--- src/rtl/psum_requant_writeback.sv ---
// psum_requant_writeback
// Reads a finished layer's psums from the GLB psum bank. Each psum goes through
// an optional ReLU, a rounded arithmetic right shift and saturation to signed
// int8. Four results are packed per word and written to the GLB ifmap bank as
// the next layer's ifmap. The stage handles one element per cycle and has no
// backpressure.
// Ports:
//   i_clk, i_rst          clock, synchronous active-high reset
//   i_start               start pulse; accepted only in IDLE
//   i_src_base/i_dst_base first psum read address / first ifmap write address
//   i_num_elem            psum count (0..2^ADDR_BITWIDTH)
//   i_shift, i_relu_en    requantization controls, latched at start
//   o_busy, o_done        job active / one-cycle completion pulse
//   o_psum_rd_*           psum bank read port; data returns one cycle later
//   o_ifmap_wr_*          ifmap bank write port (packed int8 words)
module psum_requant_writeback #(
    parameter int unsigned DATA_BITWIDTH  = 32,
    parameter int unsigned ADDR_BITWIDTH  = 13,
    parameter int unsigned OUT_BITWIDTH   = 8,
    parameter int unsigned SHIFT_BITWIDTH = 5
) (
    input  logic                      i_clk,
    input  logic                      i_rst,
    input  logic                      i_start,
    input  logic [ADDR_BITWIDTH-1:0]  i_src_base,
    input  logic [ADDR_BITWIDTH-1:0]  i_dst_base,
    input  logic [ADDR_BITWIDTH:0]    i_num_elem,
    input  logic [SHIFT_BITWIDTH-1:0] i_shift,
    input  logic                      i_relu_en,
    output logic                      o_busy,
    output logic                      o_done,
    output logic                      o_psum_rd_en,
    output logic [ADDR_BITWIDTH-1:0]  o_psum_rd_addr,
    input  logic [DATA_BITWIDTH-1:0]  i_psum_rd_data,
    output logic                      o_ifmap_wr_en,
    output logic [ADDR_BITWIDTH-1:0]  o_ifmap_wr_addr,
    output logic [DATA_BITWIDTH-1:0]  o_ifmap_wr_data
);

    localparam int unsigned LANES     = DATA_BITWIDTH / OUT_BITWIDTH;
    localparam int unsigned LANE_BITS = $clog2(LANES);
    localparam int unsigned CNT_BITS  = ADDR_BITWIDTH + 1;
    localparam int unsigned SUM_W     = DATA_BITWIDTH + 1;

    localparam logic [2:0] S_IDLE  = 3'd0;
    localparam logic [2:0] S_READ  = 3'd1;
    localparam logic [2:0] S_DRAIN = 3'd2;
    localparam logic [2:0] S_FLUSH = 3'd3;
    localparam logic [2:0] S_DONE  = 3'd4;

    localparam logic signed [SUM_W-1:0] SAT_MAX = SUM_W'((1 << (OUT_BITWIDTH - 1)) - 1);
    localparam logic signed [SUM_W-1:0] SAT_MIN = ~SAT_MAX;

    // Control registers
    logic [2:0]               r_state;
    logic [CNT_BITS-1:0]      r_cnt;
    logic                     r_rd_en;
    logic [ADDR_BITWIDTH-1:0] r_rd_addr;
    logic                     r_busy;
    logic                     r_done;

    // Datapath registers
    logic [SHIFT_BITWIDTH-1:0] r_shift;
    logic                      r_relu;
    logic                      r_vld;
    logic                      r_vld_last;
    logic [LANE_BITS-1:0]      r_lane;
    logic [DATA_BITWIDTH-1:0]  r_pack;
    logic                      r_wr_en;
    logic [ADDR_BITWIDTH-1:0]  r_wr_addr;
    logic [DATA_BITWIDTH-1:0]  r_wr_data;
    logic [ADDR_BITWIDTH-1:0]  r_wr_ptr;

    // Next-state values
    logic [2:0]               w_state_nxt;
    logic [CNT_BITS-1:0]      w_cnt_nxt;
    logic                     w_rd_en_nxt;
    logic [ADDR_BITWIDTH-1:0] w_rd_addr_nxt;
    logic                     w_busy_nxt;
    logic                     w_done_nxt;
    logic                     w_accept;
    logic                     w_issue_last;

    // Requantization datapath
    logic signed [DATA_BITWIDTH-1:0] w_relu_val;
    logic signed [SUM_W-1:0]         w_ext;
    logic        [SUM_W-1:0]         w_rnd;
    logic signed [SUM_W-1:0]         w_sum;
    logic signed [SUM_W-1:0]         w_shifted;
    logic        [OUT_BITWIDTH-1:0]  w_q;
    logic        [DATA_BITWIDTH-1:0] w_word;

    // The read issued while r_cnt is zero is the job's final read
    assign w_issue_last = (r_state == S_READ) && (r_cnt == '0);

    // Next-state logic: r_cnt holds the number of reads still to issue after the current one
    always_comb begin
        w_state_nxt   = r_state;
        w_cnt_nxt     = r_cnt;
        w_rd_en_nxt   = 1'b0;
        w_rd_addr_nxt = r_rd_addr;
        w_busy_nxt    = r_busy;
        w_done_nxt    = 1'b0;
        w_accept      = 1'b0;
        case (r_state)
            S_IDLE: begin
                if (i_start) begin
                    w_accept = 1'b1;
                    if (i_num_elem == '0) begin
                        w_state_nxt = S_DONE;
                        w_done_nxt  = 1'b1;
                    end else begin
                        w_state_nxt   = S_READ;
                        w_rd_en_nxt   = 1'b1;
                        w_rd_addr_nxt = i_src_base;
                        w_cnt_nxt     = i_num_elem - CNT_BITS'(1);
                        w_busy_nxt    = 1'b1;
                    end
                end
            end
            S_READ: begin
                if (r_cnt == '0) begin
                    w_state_nxt = S_DRAIN;
                end else begin
                    w_rd_en_nxt   = 1'b1;
                    w_rd_addr_nxt = r_rd_addr + ADDR_BITWIDTH'(1);
                    w_cnt_nxt     = r_cnt - CNT_BITS'(1);
                end
            end
            S_DRAIN: w_state_nxt = S_FLUSH;
            S_FLUSH: begin
                w_state_nxt = S_DONE;
                w_done_nxt  = 1'b1;
                w_busy_nxt  = 1'b0;
            end
            S_DONE:  w_state_nxt = S_IDLE;
            default: begin
                w_state_nxt = S_IDLE;
                w_busy_nxt  = 1'b0;
            end
        endcase
    end

    // Control state register
    always_ff @(posedge i_clk) begin
        if (i_rst) begin
            r_state   <= S_IDLE;
            r_cnt     <= '0;
            r_rd_en   <= 1'b0;
            r_rd_addr <= '0;
            r_busy    <= 1'b0;
            r_done    <= 1'b0;
        end else begin
            r_state   <= w_state_nxt;
            r_cnt     <= w_cnt_nxt;
            r_rd_en   <= w_rd_en_nxt;
            r_rd_addr <= w_rd_addr_nxt;
            r_busy    <= w_busy_nxt;
            r_done    <= w_done_nxt;
        end
    end

    // ReLU, rounded arithmetic shift (33-bit sum cannot overflow), saturate to int8
    always_comb begin
        w_relu_val = $signed(i_psum_rd_data);
        if (r_relu && w_relu_val[DATA_BITWIDTH-1]) begin
            w_relu_val = '0;
        end
        w_ext     = SUM_W'(w_relu_val);
        w_rnd     = (r_shift == '0) ? '0 : (SUM_W'(1) << (r_shift - SHIFT_BITWIDTH'(1)));
        w_sum     = w_ext + $signed(w_rnd);
        w_shifted = w_sum >>> r_shift;
        if (w_shifted > SAT_MAX) begin
            w_q = SAT_MAX[OUT_BITWIDTH-1:0];
        end else if (w_shifted < SAT_MIN) begin
            w_q = SAT_MIN[OUT_BITWIDTH-1:0];
        end else begin
            w_q = w_shifted[OUT_BITWIDTH-1:0];
        end
        w_word = r_pack | (DATA_BITWIDTH'(w_q) << (OUT_BITWIDTH * 32'(r_lane)));
    end

    // Lane packing and ifmap write; a word goes out once lane 3 or the last element lands
    always_ff @(posedge i_clk) begin
        if (i_rst) begin
            r_shift    <= '0;
            r_relu     <= 1'b0;
            r_vld      <= 1'b0;
            r_vld_last <= 1'b0;
            r_lane     <= '0;
            r_pack     <= '0;
            r_wr_en    <= 1'b0;
            r_wr_addr  <= '0;
            r_wr_data  <= '0;
            r_wr_ptr   <= '0;
        end else begin
            r_vld      <= r_rd_en;
            r_vld_last <= w_issue_last;
            r_wr_en    <= 1'b0;
            if (w_accept) begin
                r_shift  <= i_shift;
                r_relu   <= i_relu_en;
                r_wr_ptr <= i_dst_base;
                r_lane   <= '0;
                r_pack   <= '0;
            end else if (r_vld) begin
                if ((r_lane == LANE_BITS'(LANES - 1)) || r_vld_last) begin
                    r_wr_en   <= 1'b1;
                    r_wr_addr <= r_wr_ptr;
                    r_wr_data <= w_word;
                    r_wr_ptr  <= r_wr_ptr + ADDR_BITWIDTH'(1);
                    r_lane    <= '0;
                    r_pack    <= '0;
                end else begin
                    r_lane <= r_lane + LANE_BITS'(1);
                    r_pack <= w_word;
                end
            end
        end
    end

    assign o_busy          = r_busy;
    assign o_done          = r_done;
    assign o_psum_rd_en    = r_rd_en;
    assign o_psum_rd_addr  = r_rd_addr;
    assign o_ifmap_wr_en   = r_wr_en;
    assign o_ifmap_wr_addr = r_wr_addr;
    assign o_ifmap_wr_data = r_wr_data;

endmodule

--- config.mk ---
export PLATFORM = sky130hd
export DESIGN_NAME = psum_requant_writeback
export DESIGN_NICKNAME = d
export VERILOG_FILES = /design/src/rtl/psum_requant_writeback.sv
export SDC_FILE = /design/constraint.sdc
export NUM_CORES = 1
export LEC_CHECK = 0
export ABC_AREA = 0
export BUFFER_PORTS_ARGS = -buffer_cell sky130_fd_sc_hd__buf_2
export CAP_MARGIN = 40
export CELL_PAD_IN_SITES_DETAIL_PLACEMENT = 1
export CELL_PAD_IN_SITES_GLOBAL_PLACEMENT = 1
export CORE_ASPECT_RATIO = 0.6
export CORE_MARGIN = 10
export CORE_UTILIZATION = 39
export CTS_CLUSTER_DIAMETER = 120
export DETAILED_ROUTE_END_ITERATION = 6
export PLACE_DENSITY_LB_ADDON = 0.1
export SYNTH_ARGS = -nofsm -noshare
export SYNTH_HDL_FRONTEND = slang
export SYNTH_SLANG_ARGS = --single-unit
export TNS_END_PERCENT = 30
--- constraint.sdc ---
create_clock -name i_clk -period 5.4 [get_ports i_clk]
set_input_delay 1.08 -clock i_clk [delete_from_list [all_inputs] [get_ports i_clk]]
set_output_delay 1.08 -clock i_clk [all_outputs]
set_load 0.02 [all_outputs]
==> impl_results.md, run 1 <==
* Largest net degree at the start of global routing at 79
* GPL Wtd Cong at 1.03
* Crit path max-delay family: compound AO/OA/AOI/OAI gates
* Critical path capture point type: flop
* Clock transition at the registers of the reported paths at 70 ps
* Final HPWL DP at 43.5 mm
* Hold WS at 458 ps
* Count leader, synth: nand2_1
* TritonCTS clock tree: done
* Setup-violating endpoint count in the final report at 56
* Worst hold path type: reg2reg
* Total wire length at 58.7 mm
* Worst Reg-to-Reg Cells at 21
* CTS Sinks at 134
* CP max-delay cell: a222oi_1
* WS Path Type: in2reg
* Xor and xnor area share after synthesis at 2.95%
* Violated checks: negative setup slack
* Number of flops mapped to enable cells by yosys at 0
* WP depth at 23
* Post-synthesis cell count at 1592
* Crit path required time at 5750 ps
* DRC at 0
* Die footprint at 0.0364 mm²
* Yosys Warn Count at 0
* Outcome: finished with violations
* Synthesized flop and latch total at 134
* Final hold vios at 0
* Die Y at 152 µm
* Std cell rows at 48
* Fmax at 0.172 GHz
* Placed cells at 2326
* Die Wd at 240 µm
* Critical Path Max Stage Delay at 620 ps
* Yosys top cell area share at 23.8%
* WP buf/inv at 5
* Critical-path cell list: buf_12 > nand2_8 > and2_4 > ha_4 > inv_2 > fa_2 > nand2b_4 > a21oi_4 > o21ai_4 > a211oi_4 > o21a_1 > nand2_1 > a222oi_1 > o32a_1 > o211ai_1 > nor4b_4 > nand4_1 > a221oi_4 > buf_4 > buf_12 > buf_8 > a31oi_1 > a31oi_1
* Layout cell share with drive strength beyond 1 at 36.7%
* Non-filler cells, final at 2389
* Simple-Gate Fraction of Synth Area at 26.6%
* Ports at 143
* Largest family of logic cells by synthesized area: compound AO/OA/AOI/OAI gates
* Clock Tree Buf Depth at 2
* Post-route ant nets at 0
* Total number of vias at 14900
* Commonest cells in the netlist: 206 x nand2_1, 163 x nor2_1, 134 x dfxtp_1
* First-pass GRT wire length at 88.3 mm
* Post-synth cell types at 97
* Synthesized cell area at 0.0113 mm²
* Clock latency on the worst-skew pair at 430 ps
* Core footprint at 0.0286 mm²
* GR Util All Layers at 30.6%
* Headroom to the max-slew limit at 35.6%
* Max Cap Viol at 0
* Antenna violations before repair at 3
* H-tree levels at 4
* Synth Area in Adders at 4.17%
* Syn Area/Cell at 7.09 µm²
* Synth area leaders: dfxtp_1 24%, nand2_1 6.8%, a21oi_1 5.8%, nor2_1 5.4%, o21ai_0 4.7%
* PD cells at 252 mW/mm²
* Number of buffers added on ports at 142
* Worst Hold Path Cells at 2
* Worst Path Arrival at 6160 ps
* Post-synth top flop: dfxtp_1
* Syn nets at 1710
* Actual slew at the worst max-slew pin at 964 ps
* Final core occ at 57.6%
* Drt pass-1 iters at 6
* Congestion Overflow GR at 0
* RSZ-0062 raised after global routing: true
* VDD IR-drop max at 0.223 mV
* Final cycle utilization of the critical path at 108%
* Mux cell area share after synthesis at 4.60%
* CTS Buf Count at 17
* Via density at 6.22
* Critical path fanouts, max at 8
* FFs w/ async S/R, synth at 0%
* Initial core utilization at 39.4%
* Min cycle time layout at 5810 ps
* Max Transition Viols Final at 0
* Compound-Gate Fraction of Synth Area at 32.8%
* Final #Nets at 2117
* Vias in the first global route at 14400
* Leakage at 7.03 nW
* Pre-CTS setup slack at -999 ps
* Final worst slack at -412 ps
* Area leader, netlist: dfxtp_1
* Iteration-0 DRC Markers at 1621
* Seq/Total Area, Yosys at 23.8%
* Clk root buf: clkbuf_16
* P&R area growth vs syn at 46.2%
* Clock Skew at 9.84 ps
* Avg WL per Cell at 24.6 µm
* CP Launch Type: input port
[report_power, final]
part | internal, mW | switching [mW]
clock network | 0.696 | 0.487
registers | 1.06 | 0.0808
logic | 0.769 | 1.07
[flip-flops by register name, summed over array words and instances (netlist names)]
name             flops
o_ifmap_wr_data     32
r_pack              32
r_cnt               14
o_ifmap_wr_addr     13
o_psum_rd_addr      13
r_wr_ptr            13
r_shift              5
r_state              3
r_lane               2
o_busy               1
o_done               1
o_ifmap_wr_en        1
o_psum_rd_en         1
r_relu               1
r_vld                1
r_vld_last           1
[routing by layer]
metal	track usage, %	share of wire (%)
met1	45.4	47
met2	41.5	40
met3	10.8	12
met4	4.71	0.98
met5	0	0
[worst reg2reg max path: cells and delay by family (launching register included)]
kind,cells,cell delay (ps)
AOI/OAI and AO/OA,8,2460
adders and majority gates,1,400
buffers and inverters,5,830
DFF,1,480
and+or+nand+nor,7,1490
[path summary, 6_finish.rpt]
check,start,endpoint,slack [ps]
worst max register to register,r_shift[0]$_SDFFE_PP0P_,o_ifmap_wr_data[16]$_SDFFE_PP0P_,-370
worst max-delay path,i_psum_rd_data[31],o_ifmap_wr_data[16]$_SDFFE_PP0P_,-410
worst min-delay path,r_pack[30]$_SDFFE_PP0P_,r_pack[30]$_SDFFE_PP0P_,460
worst min register to register,r_pack[30]$_SDFFE_PP0P_,r_pack[30]$_SDFFE_PP0P_,460
[cells in the final DEF, fill, tap and decap left out, drive strengths merged, types with 10 or more instances in the layout]
| master | n |
|---|---|
| o21a | 12 |
| and3 | 31 |
| or3 | 18 |
| and2 | 50 |
| o211ai | 18 |
| buf | 502 |
| o22ai | 14 |
| clkbuf | 18 |
| nor3 | 49 |
| dfxtp | 134 |
| a31oi | 42 |
| a21o | 17 |
| ha | 36 |
| nand3 | 31 |
| nor2 | 164 |
| nor4 | 11 |
| o21ai | 143 |
| nand4 | 19 |
| xor2 | 22 |
| inv | 27 |
| mux2i | 35 |
| a22oi | 11 |
| xnor2 | 16 |
| a21oi | 138 |
| nand2 | 210 |
| a211oi | 68 |
| nor2b | 10 |
[cell families after synthesis]
kind of cell / after synthesis
buffers and inverters: 141
multiplexers: 46
other: 1
XOR/XNOR: 38
AO/OA/AOI/OAI: 564
AND/OR/NAND/NOR: 631
adder cells (fa/ha/maj): 37
flip-flops: 134
[layout make-up]
class,count,area (µm²)
fill,3570,12100
multi-input combinational,1319,9070
timing repair buffer,502,3600
sequential,134,2690
tap,375,469
clock buffer,18,439
clock inverter,13,146
inverter,25,98.8
antenna,3,7.51
[timing repair]
item | 4_1_cts | 5_1_grt
gates cloned | 4 | 0
hold buffers | 0 | 0
pin swaps | 57 | 25
hold endpoints to repair | 0 | 0
gates resized for setup | 135 | 49
endpoints found under the setup margin | 56 | 56
setup buffers | 21 | 5
[stage by stage]
stage / TNS (ps) / total power [mW] / cell area [µm²]
2_1_floorplan: -677 / 2.01 / 11500
3_3_place_gp: -37670 / 2.70 / 14700
3_5_place_dp: -46420 / 2.73 / 14800
4_1_cts: -6020 / 4.05 / 16300
5_1_grt: -22120 / 4.34 / 16500
6_report: -16190 / 4.16 / 16500
Power figures use the tool's default switching activity.
==> inputs of run 2 (changes only) <==
--- a/config.mk
+++ b/config.mk
@@ -16,6 +16,7 @@
 export CTS_CLUSTER_DIAMETER = 120
 export DETAILED_ROUTE_END_ITERATION = 6
 export PLACE_DENSITY_LB_ADDON = 0.1
+export SKIP_LAST_GASP = 1
 export SYNTH_ARGS = -nofsm -noshare
 export SYNTH_HDL_FRONTEND = slang
 export SYNTH_SLANG_ARGS = --single-unit
==> impl_results.md, run 2 (synthesis results as in run 1) <==
* Ports at 143
* M1 WL at 27.7 mm
* Final HPWL DP at 43.5 mm
* Largest net degree at the start of global routing at 79
* Layout cell share with drive strength beyond 1 at 36.7%
* P&R area growth vs syn at 46.5%
* Clock Skew at 10.3 ps
* Max Cap Viol at 0
* Total wire length at 59.0 mm
* WS Path Type: in2reg
* Total number of vias at 14800
* Worst Path Arrival at 6180 ps
* Outcome: finished with violations
* Worst hold path type: reg2reg
* Non-filler cells, final at 2393
* FILL cells at 3565
* Die footprint at 0.0364 mm²
* Antenna violations before repair at 3
* Die Y at 152 µm
* Clock latency on the worst-skew pair at 440 ps
* Min cycle time layout at 5820 ps
* GPL Wtd Cong at 1.03
* Initial core utilization at 39.4%
* Via density at 6.20
* Clock transition at the registers of the reported paths at 60 ps
* RSZ-0062 raised after global routing: true
* Congestion Overflow GR at 0
* Actual slew at the worst max-slew pin at 1060 ps
* First-pass GRT wire length at 88.1 mm
* Final hold vios at 0
* Most common cell after layout, fill and taps aside: buf_4
* Die Wd at 240 µm
* VDD IR-drop max at 0.227 mV
* H-tree levels at 4
* Headroom to the max-slew limit at 29.5%
* WL met3 at 6.91 mm
* TritonCTS clock tree: done
* Avg WL per Cell at 24.7 µm
* Vias in the first global route at 14400
* Critical path fanouts, max at 8
* Dpl cell area at 0.0148 mm²
* Setup-violating endpoint count in the final report at 56
* Std cell rows at 48
* Uppermost layer routed: met4
* Max Transition Viols Final at 0
* Crit path required time at 5760 ps
* Number of buffers added on ports at 142
* DRC at 0
* Leakage at 7.06 nW
* Critical path capture point type: flop
* WL met2 at 23.7 mm
* Core footprint at 0.0286 mm²
* Most frequent cells in the layout: 348 x buf_4, 198 x nand2_1, 153 x nor2_1
* GR Util All Layers at 30.6%
* Post-CTS Hold Fix Bufs at 0
* Final cycle utilization of the critical path at 108%
* CTS Sinks at 134
* Drt pass-1 iters at 5
* Placed cells at 2326
* CP Launch Type: input port
* Clk root buf: clkbuf_16
* PD cells at 252 mW/mm²
* CTS Buf Count at 17
* Violated checks: negative setup slack
* Fmax at 0.172 GHz
* Final #Nets at 2121
* Post-route ant nets at 0
* Iteration-0 DRC Markers at 1508
* Fin area at 0.0165 mm²
* Clock Tree Buf Depth at 2
* Final worst slack at -425 ps
run 2: final timing paths:
| path | startpoint | endpoint | slack (ps) | cells after the start |
|---|---|---|---|---|
| worst min register to register | r_pack[27]$_SDFFE_PP0P_ | r_pack[27]$_SDFFE_PP0P_ | 460 | 2 |
| worst max-delay path | i_psum_rd_data[31] | o_ifmap_wr_data[16]$_SDFFE_PP0P_ | -420 | 22 |
| worst min-delay path | r_pack[27]$_SDFFE_PP0P_ | r_pack[27]$_SDFFE_PP0P_ | 460 | 2 |
| worst max register to register | r_shift[2]$_SDFFE_PP0P_ | o_ifmap_wr_data[16]$_SDFFE_PP0P_ | -340 | 23 |
run 2: layer usage:
| metal | global-route usage [%] | vias up |
|---|---|---|
| met5 | 0 | - |
| met4 | 4.89 | 0 |
| met1 | 45.1 | 7320 |
| li1 | - | 6749 |
| met3 | 11.0 | 67 |
| met2 | 41.4 | 712 |
run 2: critical path, stage by stage:
cell      delay, ps
buf_12          130
nand2_8         130
and2_4          170
ha_4            130
inv_2            40
fa_2            350
nand2b_4        170
a21oi_4         210
o21ai_4          90
a211oi_4        560
o21a_1          280
nand2_1         180
a222oi_1        650
o32a_1          270
o211ai_1        160
nor4b_4         330
nand4_1         190
a221oi_4        360
buf_6           210
buf_8           140
a31oi_4          80
a31oi_2         230
run 2: stage by stage:
step / TNS [ps] / power, mW / hold WS (ps) / utilization (%) / setup slack (ps)
floorplan: -677 / 2.01 / 423 / - / -45.0
global placement: -37670 / 2.70 / 433 / 51.4 / -725
detailed placement: -46420 / 2.73 / 447 / 51.6 / -999
CTS: -6280 / 4.05 / 454 / 56.7 / -180
global route: -24730 / 4.34 / 468 / 57.8 / -526
finish: -19230 / 4.16 / 459 / 57.8 / -425
run 2: layout make-up:
cell class              instances  area, µm²  share of cell area (%)
repair buffers                506       3640                    22.0
well taps                     375        469                    2.84
inverters                      25       98.8                   0.597
clock buffers                  18        439                    2.65
multi-input cells            1319       9060                    54.7
clock inverters                13        146                   0.885
flip-flops and latches        134       2690                    16.3
diodes                          3       7.51                  0.0454
run 2: where the power goes:
part           internal (mW)  leakage (nW)  switching [mW]  total [mW]
logic                  0.770          5.68            1.07        1.84
registers               1.06          1.09          0.0809        1.14
clock network          0.695         0.284           0.489        1.18
run 2: timing repair:
item / 4_1_cts / 5_1_grt
hold endpoints to repair: 0 / 0
setup endpoints to repair: 56 / 56
pin swaps: 43 / 23
resized for setup: 134 / 50
buffers inserted: 21 / 10
cloned: 4 / 0
